$ cat src/rtl/exp_pkg.sv
// Shared defaults, FSM state type and reciprocal-table helper for the
// exponential series controller.
package exp_pkg;

    localparam int DEF_DATA_W    = 32;
    localparam int DEF_FRAC_W    = 16;
    localparam int DEF_MAX_TERMS = 16;

    localparam logic [DEF_DATA_W-1:0] ONE_FX = 32'h0001_0000;

    typedef enum logic [1:0] {
        IDLE,
        MUL,
        SCALE,
        DONE
    } state_t;

    // round(2^frac_w / i), evaluated at elaboration time only
    function automatic logic [63:0] recip_fx(input int i, input int frac_w);
        logic [63:0] num;
        num = (64'd1 << frac_w) + 64'(i / 2);
        return num / 64'(i);
    endfunction

endpackage

$ cat src/rtl/exp_seq_ctrl_if.sv
// Job/result handshake bundle between a requester and exp_seq_ctrl.
interface exp_seq_ctrl_if #(
    parameter int DATA_W    = exp_pkg::DEF_DATA_W,
    parameter int MAX_TERMS = exp_pkg::DEF_MAX_TERMS
);
    localparam int NW = $clog2(MAX_TERMS) + 1;

    logic              start_valid;
    logic              start_ready;
    logic [DATA_W-1:0] x_in;
    logic [NW-1:0]     n_in;
    logic              res_valid;
    logic              res_ready;
    logic [DATA_W-1:0] result;
    logic              ovf;
    logic              busy;

    modport master (
        output start_valid, x_in, n_in, res_ready,
        input  start_ready, res_valid, result, ovf, busy
    );

    modport slave (
        input  start_valid, x_in, n_in, res_ready,
        output start_ready, res_valid, result, ovf, busy
    );

endinterface

$ cat src/rtl/exp_fx_mul.sv
// Combinational signed Q-format multiplier: full product, floor shift by
// FRAC_W, saturation to the DATA_W range with an overflow flag.
module exp_fx_mul #(
    parameter int DATA_W = 32,
    parameter int FRAC_W = 16
) (
    input  logic signed [DATA_W-1:0] i_a,
    input  logic signed [DATA_W-1:0] i_b,
    output logic signed [DATA_W-1:0] o_p,
    output logic                     o_ovf
);
    logic signed [2*DATA_W-1:0] w_a_ext;
    logic signed [2*DATA_W-1:0] w_b_ext;
    logic signed [2*DATA_W-1:0] w_prod;
    logic signed [2*DATA_W-1:0] w_shift;
    logic        [DATA_W:0]     w_hi;

    assign w_a_ext = {{DATA_W{i_a[DATA_W-1]}}, i_a};
    assign w_b_ext = {{DATA_W{i_b[DATA_W-1]}}, i_b};
    assign w_prod  = w_a_ext * w_b_ext;
    assign w_shift = w_prod >>> FRAC_W;

    // In range only when everything above the result sign bit is a sign copy
    assign w_hi  = w_shift[2*DATA_W-1:DATA_W-1];
    assign o_ovf = !((&w_hi) || !(|w_hi));
    assign o_p   = o_ovf ? (w_shift[2*DATA_W-1] ? {1'b1, {(DATA_W-1){1'b0}}}
                                                : {1'b0, {(DATA_W-1){1'b1}}})
                         : w_shift[DATA_W-1:0];

endmodule

$ cat src/rtl/exp_seq_ctrl.sv
// Sequential Taylor-series e^x controller (one shared multiplier).
// Define EXP_SEQ_EARLY_TERM_EN to finish as soon as a series term becomes zero.
module exp_seq_ctrl
    import exp_pkg::*;
#(
    parameter int DATA_W    = DEF_DATA_W,
    parameter int FRAC_W    = DEF_FRAC_W,
    parameter int MAX_TERMS = DEF_MAX_TERMS
) (
    input  logic          clk,
    input  logic          rst,
    exp_seq_ctrl_if.slave bus
);
    localparam int IW = $clog2(MAX_TERMS);
    localparam int NW = IW + 1;
    localparam logic signed [DATA_W-1:0] L_ONE = DATA_W'(1) << FRAC_W;
    localparam logic signed [DATA_W-1:0] L_MAX = {1'b0, {(DATA_W-1){1'b1}}};
    localparam logic signed [DATA_W-1:0] L_MIN = {1'b1, {(DATA_W-1){1'b0}}};

    state_t                   r_state, w_state_next;
    logic signed [DATA_W-1:0] r_x, w_x_next;
    logic signed [DATA_W-1:0] r_term, w_term_next;
    logic signed [DATA_W-1:0] r_sum, w_sum_next;
    logic signed [DATA_W-1:0] r_prod, w_prod_next;
    logic        [NW-1:0]     r_neff, w_neff_next;
    logic        [IW-1:0]     r_i, w_i_next;
    logic                     r_ovf, w_ovf_next;

    logic        [FRAC_W:0]   w_recip [2**IW];
    logic signed [DATA_W-1:0] w_mul_a, w_mul_b, w_mul_p;
    logic                     w_mul_ovf;
    logic signed [DATA_W:0]   w_add_full;
    logic signed [DATA_W-1:0] w_add_sat;
    logic                     w_add_ovf;
    logic        [NW-1:0]     w_neff_in;
    logic                     w_last;

    genvar gi;
    generate
        for (gi = 0; gi < 2**IW; gi++) begin : g_recip
            if (gi >= 1 && gi < MAX_TERMS) begin : g_val
                assign w_recip[gi] = (FRAC_W+1)'(recip_fx(gi, FRAC_W));
            end else begin : g_zero
                assign w_recip[gi] = '0;
            end
        end
    endgenerate

    // MUL forms term*x, SCALE forms prod/i through the same multiplier
    always_comb begin
        w_mul_a = r_term;
        w_mul_b = r_x;
        if (r_state == SCALE) begin
            w_mul_a = r_prod;
            w_mul_b = DATA_W'(w_recip[r_i]);
        end
    end

    exp_fx_mul #(
        .DATA_W (DATA_W),
        .FRAC_W (FRAC_W)
    ) u_mul (
        .i_a   (w_mul_a),
        .i_b   (w_mul_b),
        .o_p   (w_mul_p),
        .o_ovf (w_mul_ovf)
    );

    assign w_add_full = {r_sum[DATA_W-1], r_sum} + {w_mul_p[DATA_W-1], w_mul_p};
    assign w_add_ovf  = w_add_full[DATA_W] ^ w_add_full[DATA_W-1];
    assign w_add_sat  = w_add_ovf ? (w_add_full[DATA_W] ? L_MIN : L_MAX)
                                  : w_add_full[DATA_W-1:0];

    assign w_neff_in = (bus.n_in > NW'(MAX_TERMS)) ? NW'(MAX_TERMS) : bus.n_in;
    assign w_last    = ({1'b0, r_i} == r_neff - NW'(1));

    always_comb begin
        w_state_next = r_state;
        w_x_next     = r_x;
        w_term_next  = r_term;
        w_sum_next   = r_sum;
        w_prod_next  = r_prod;
        w_neff_next  = r_neff;
        w_i_next     = r_i;
        w_ovf_next   = r_ovf;
        case (r_state)
            IDLE: begin
                if (bus.start_valid) begin
                    w_x_next     = bus.x_in;
                    w_neff_next  = w_neff_in;
                    w_term_next  = L_ONE;
                    w_sum_next   = L_ONE;
                    w_i_next     = IW'(1);
                    w_ovf_next   = 1'b0;
                    w_state_next = (w_neff_in <= NW'(1)) ? DONE : MUL;
                end
            end
            MUL: begin
                w_prod_next  = w_mul_p;
                w_ovf_next   = r_ovf | w_mul_ovf;
                w_state_next = SCALE;
            end
            SCALE: begin
                w_term_next  = w_mul_p;
                w_sum_next   = w_add_sat;
                w_i_next     = r_i + IW'(1);
                w_ovf_next   = r_ovf | w_mul_ovf | w_add_ovf;
                w_state_next = w_last ? DONE : MUL;
`ifdef EXP_SEQ_EARLY_TERM_EN
                if (w_mul_p == '0) begin
                    w_state_next = DONE;
                end
`else
`endif
            end
            DONE: begin
                if (bus.res_ready) begin
                    w_state_next = IDLE;
                end
            end
            default: w_state_next = IDLE;
        endcase
    end

    always_ff @(posedge clk or posedge rst) begin
        if (rst) begin
            r_state <= IDLE;
            r_x     <= '0;
            r_term  <= '0;
            r_sum   <= '0;
            r_prod  <= '0;
            r_neff  <= '0;
            r_i     <= '0;
            r_ovf   <= 1'b0;
        end else begin
            r_state <= w_state_next;
            r_x     <= w_x_next;
            r_term  <= w_term_next;
            r_sum   <= w_sum_next;
            r_prod  <= w_prod_next;
            r_neff  <= w_neff_next;
            r_i     <= w_i_next;
            r_ovf   <= w_ovf_next;
        end
    end

    assign bus.start_ready = (r_state == IDLE);
    assign bus.res_valid   = (r_state == DONE);
    assign bus.busy        = (r_state != IDLE);
    assign bus.result      = r_sum;
    assign bus.ovf         = r_ovf;

endmodule
$ cat src/flat_wrapper.sv
// flat-port wrapper written by rule: the top's interface ports become plain ports
module exp_seq_ctrl_flat import exp_pkg::*;
#(
    parameter int DATA_W    = DEF_DATA_W,
    parameter int FRAC_W    = DEF_FRAC_W,
    parameter int MAX_TERMS = DEF_MAX_TERMS
)
  (clk, rst, bus_start_valid, bus_x_in, bus_n_in, bus_res_ready, bus_start_ready, bus_res_valid, bus_result, bus_ovf, bus_busy);
  exp_seq_ctrl_if #(.DATA_W(DATA_W), .MAX_TERMS(MAX_TERMS)) bus_i ();
  input  logic clk;
  input  logic rst;
  input wire logic [$bits(bus_i.start_valid)-1:0] bus_start_valid;
  input wire logic [$bits(bus_i.x_in)-1:0] bus_x_in;
  input wire logic [$bits(bus_i.n_in)-1:0] bus_n_in;
  input wire logic [$bits(bus_i.res_ready)-1:0] bus_res_ready;
  output wire logic [$bits(bus_i.start_ready)-1:0] bus_start_ready;
  output wire logic [$bits(bus_i.res_valid)-1:0] bus_res_valid;
  output wire logic [$bits(bus_i.result)-1:0] bus_result;
  output wire logic [$bits(bus_i.ovf)-1:0] bus_ovf;
  output wire logic [$bits(bus_i.busy)-1:0] bus_busy;
  assign bus_i.start_valid = bus_start_valid;
  assign bus_i.x_in = bus_x_in;
  assign bus_i.n_in = bus_n_in;
  assign bus_i.res_ready = bus_res_ready;
  assign bus_start_ready = bus_i.start_ready;
  assign bus_res_valid = bus_i.res_valid;
  assign bus_result = bus_i.result;
  assign bus_ovf = bus_i.ovf;
  assign bus_busy = bus_i.busy;
  exp_seq_ctrl #(.DATA_W(DATA_W), .FRAC_W(FRAC_W), .MAX_TERMS(MAX_TERMS)) u_core (.clk(clk), .rst(rst), .bus(bus_i));
endmodule
$ cat config.mk
export PLATFORM = sky130hd
export DESIGN_NAME = exp_seq_ctrl_flat
export DESIGN_NICKNAME = d
export VERILOG_FILES = /design/src/rtl/exp_pkg.sv /design/src/rtl/exp_seq_ctrl_if.sv /design/src/rtl/exp_fx_mul.sv /design/src/rtl/exp_seq_ctrl.sv /design/src/flat_wrapper.sv
export SDC_FILE = /design/constraint.sdc
export NUM_CORES = 2
export LEC_CHECK = 0
export BUFFER_PORTS_ARGS = -buffer_cell sky130_fd_sc_hd__clkbuf_2
export CAP_MARGIN = 25
export CORE_ASPECT_RATIO = 2
export CORE_MARGIN = 4
export CORE_UTILIZATION = 53
export DETAILED_ROUTE_END_ITERATION = 6
export GPL_ROUTABILITY_DRIVEN = 0
export GPL_TIMING_DRIVEN = 1
export PLACE_DENSITY = 0.76
export SLEW_MARGIN = 40
export SYNTH_ARGS = -nofsm -noshare
export SYNTH_HDL_FRONTEND = slang
export SYNTH_SLANG_ARGS = --single-unit
$ cat constraint.sdc
create_clock -name clk -period 22.6 [get_ports clk]
set_input_delay 3.39 -clock clk [delete_from_list [all_inputs] [get_ports clk]]
set_output_delay 3.39 -clock clk [all_outputs]
set_load 0.1 [all_outputs]
==> impl_metrics.toml <==
[timing]
setup_viol = 0
setup_tns_ns = 0
min_period_ns = 16.03
slew_headroom_pct = 36.4
rsz0062_at_grt = "false"
finalCritPeriodShare_pct = 70.9
hold_violations = 0
tightest_slew_ns = 0.954
finClkSkew_ns = 0.0130
finalMaxSlewViolations = 0
hold_ws_ns = 0.507
fmax_mhz = 62.4

[critical_path]
critPathRequiredTime_ns = 22.90
start_kind = "flop"
criticalPathCategory = "flop to flop"
critPathMaxFanout = 77
cp_common_cell = "fa_1"
critPathSlowestCell = "fa_2"
r2r_cells = 46
cp.arrival_ns = 16.33
endpoint_kind = "flop"
max_stage_delay_ns = 0.96

[global_routing]
grt_pass1_wl_microns = 238000
grt_start_max_net_pins = 97
overflow = 0
track_usage_pct = 36.8
grt_pass1_vias = 40100
antenna_found_initial = 10

[cts]
clockBufferDepth = 2
htreeDepth = 4
ctsHoldBuffers = 0
ctsResizeCount = 0
clk_latency_ns = 0.45
cts_tree = "done"
clockRootBuffer = "clkbuf_16"
clkSlewWorstSetupHoldPaths_ns = 0.06
cts_num_sinks = 140
post_cts_buffers = 0
cts-buffers-inserted = 17

[final_layout]
drive_gt1_share_pct = 7.79
fin_nets = 6175
post-route-util_pct = 56.6
syn_to_final_growth_pct = 5.73

[floorplanning]
start_util_pct = 53.5
core_sq_um = 82800
io_pins = 77
die_w_microns = 212
die_y_microns = 417
placementRows = 149
fp.dieArea_sq_um = 88500

[detailed_routing]
drt_iter0_drc = 3321
final_antenna_net_count = 0
viasPerCell = 6.17
vias = 36500
firstDrtPassIters = 7
routed_wl_microns = 158000
post_drt_wl_per_cell_microns = 26.8
drc_errors = 9

[synth]
synth_edf_count = 0
yosysTopAreaCell = "fa_1"
seq_area_frac_synth_pct = 7.91
ys_ff_latch = 140
synth_top_area_share_pct = 48.9
synth_fp_nets = 6238
async_flop_share_pct = 100
synth_ff_type = "dfrtp_1"
netlist_area_sq_um = 44300
synthTopCellsByArea = "fa_1, inv_1, dfrtp_1"
synth.avg_cell_area_sq_um = 9.06
ys_top_cells_by_count = "fa_1, inv_1, nor2_1"
yosys_warnings = 0
synth_cell_types = 81
synth.most_common_cell = "fa_1"
synthCells = 4888

[worst_hold_path]
holdPathStages = 1
hold_class = "flop to flop"

[placement]
dp_hpwl_microns = 126000
port_buffers = 76

[run]
maxCapViolCount = 0

[run_status]
status = "complete, but fails checks"
violations = "DRC"
final cells by class:
class                   count  area (sq um)
well taps                1057          1320
repair buffers            165          1140
clock inverters            13           158
multi-input cells        3534         36600
clock buffers              19           443
fillers                  7205         35900
diodes                     13          32.5
inverters                 967          3640
flip-flops and latches    140          3500
critical path, delay by kind of cell, from the launching register on:
kind,cells,cell delay [ns]
AOI/OAI and AO/OA,16,4.08
muxes,1,0.18
and+or+nand+nor,10,2.43
buffers and inverters,8,2.66
adders and majority gates,11,6.04
DFF,1,0.42
cells in the final DEF, fill, tap and decap left out, types with 11 or more instances in the layout:
cell and instances:
fa_1 1081, inv_1 964, nor2_1 749, nand2_1 496
ha_1 225, dfrtp_1 140, a21oi_1 115, o21ai_0 100
clkbuf_2 76, buf_4 75, and2_1 64, mux2_2 62
xnor2_1 52, a21o_1 48, nand4_1 41, xor2_1 36
a31oi_1 36, nand2b_1 32, nand3_1 26, or2_1 26
or2_2 22, nor2b_1 22, o221ai_2 20, nor3_1 18
o21bai_1 17, clkbuf_16 17, o21a_1 16, diode_2 13
mux2i_4 13, a211oi_1 12, mux2i_2 12, and3_1 12
o211ai_1 11
logic make-up (layout without fill, tap and decap cells):
kind of cell	count (synthesis)	in the layout	share of synthesized area [%]
AND/OR/NAND/NOR	1561	1561	15.0
adder cells (fa/ha/maj)	1309	1309	55.3
buffers and inverters	1214	1164	10.4
AO/OA/AOI/OAI	480	480	7.27
flip-flops	140	140	7.91
multiplexers	95	95	2.36
XOR/XNOR	89	89	1.76
other	0	13	0
state kept, by name, summed over array words and instances (netlist names):
signal	cells
u_core.r_x	32
u_core.bus.result	32
u_core.r_state	2
u_core.r_prod	32
u_core.r_neff	5
u_core.r_i	4
u_core.bus.ovf	1
u_core.r_term	32
per-stage QoR:
step           cell area [sq um]  worst slack [ns]  instances
2_1_floorplan              44300              9.14       4888
3_3_place_gp               46000              6.38       5851
3_5_place_dp               46100              6.28       5859
4_1_cts                    46700              6.26       5891
5_1_grt                    46800              5.39       5900
6_report                   46800              6.57       5908
layer usage:
metal  wire (microns)  global-route usage, %  part of all wire [%]  vias up
met5               11                   1.41                0.0069        -
met4            22700                   37.6                    14        2
met3            14000                   10.1                   8.9     1155
met2            78200                   61.8                    49     2425
met1            43500                   34.3                    27    18200
li1                 -                      -                     -    14700
final timing paths:
path / start / to / slack, ns
hold reg to reg: u_core.r_x[24] / u_core.r_x[24] / 0.51
max in group asynchronous: rst / u_core.r_term[25] / 18.39
setup / recovery: u_core.r_state[0] / u_core.bus.result[18] / 6.57
hold / removal: u_core.r_x[24] / u_core.r_x[24] / 0.51
setup reg to reg: u_core.r_state[0] / u_core.bus.result[18] / 6.57
min in group asynchronous: rst / u_core.bus.result[4] / 3.04
Power is not shown: default switching activity piles up to over one toggle a cycle in this logic, so the estimate is an artifact.
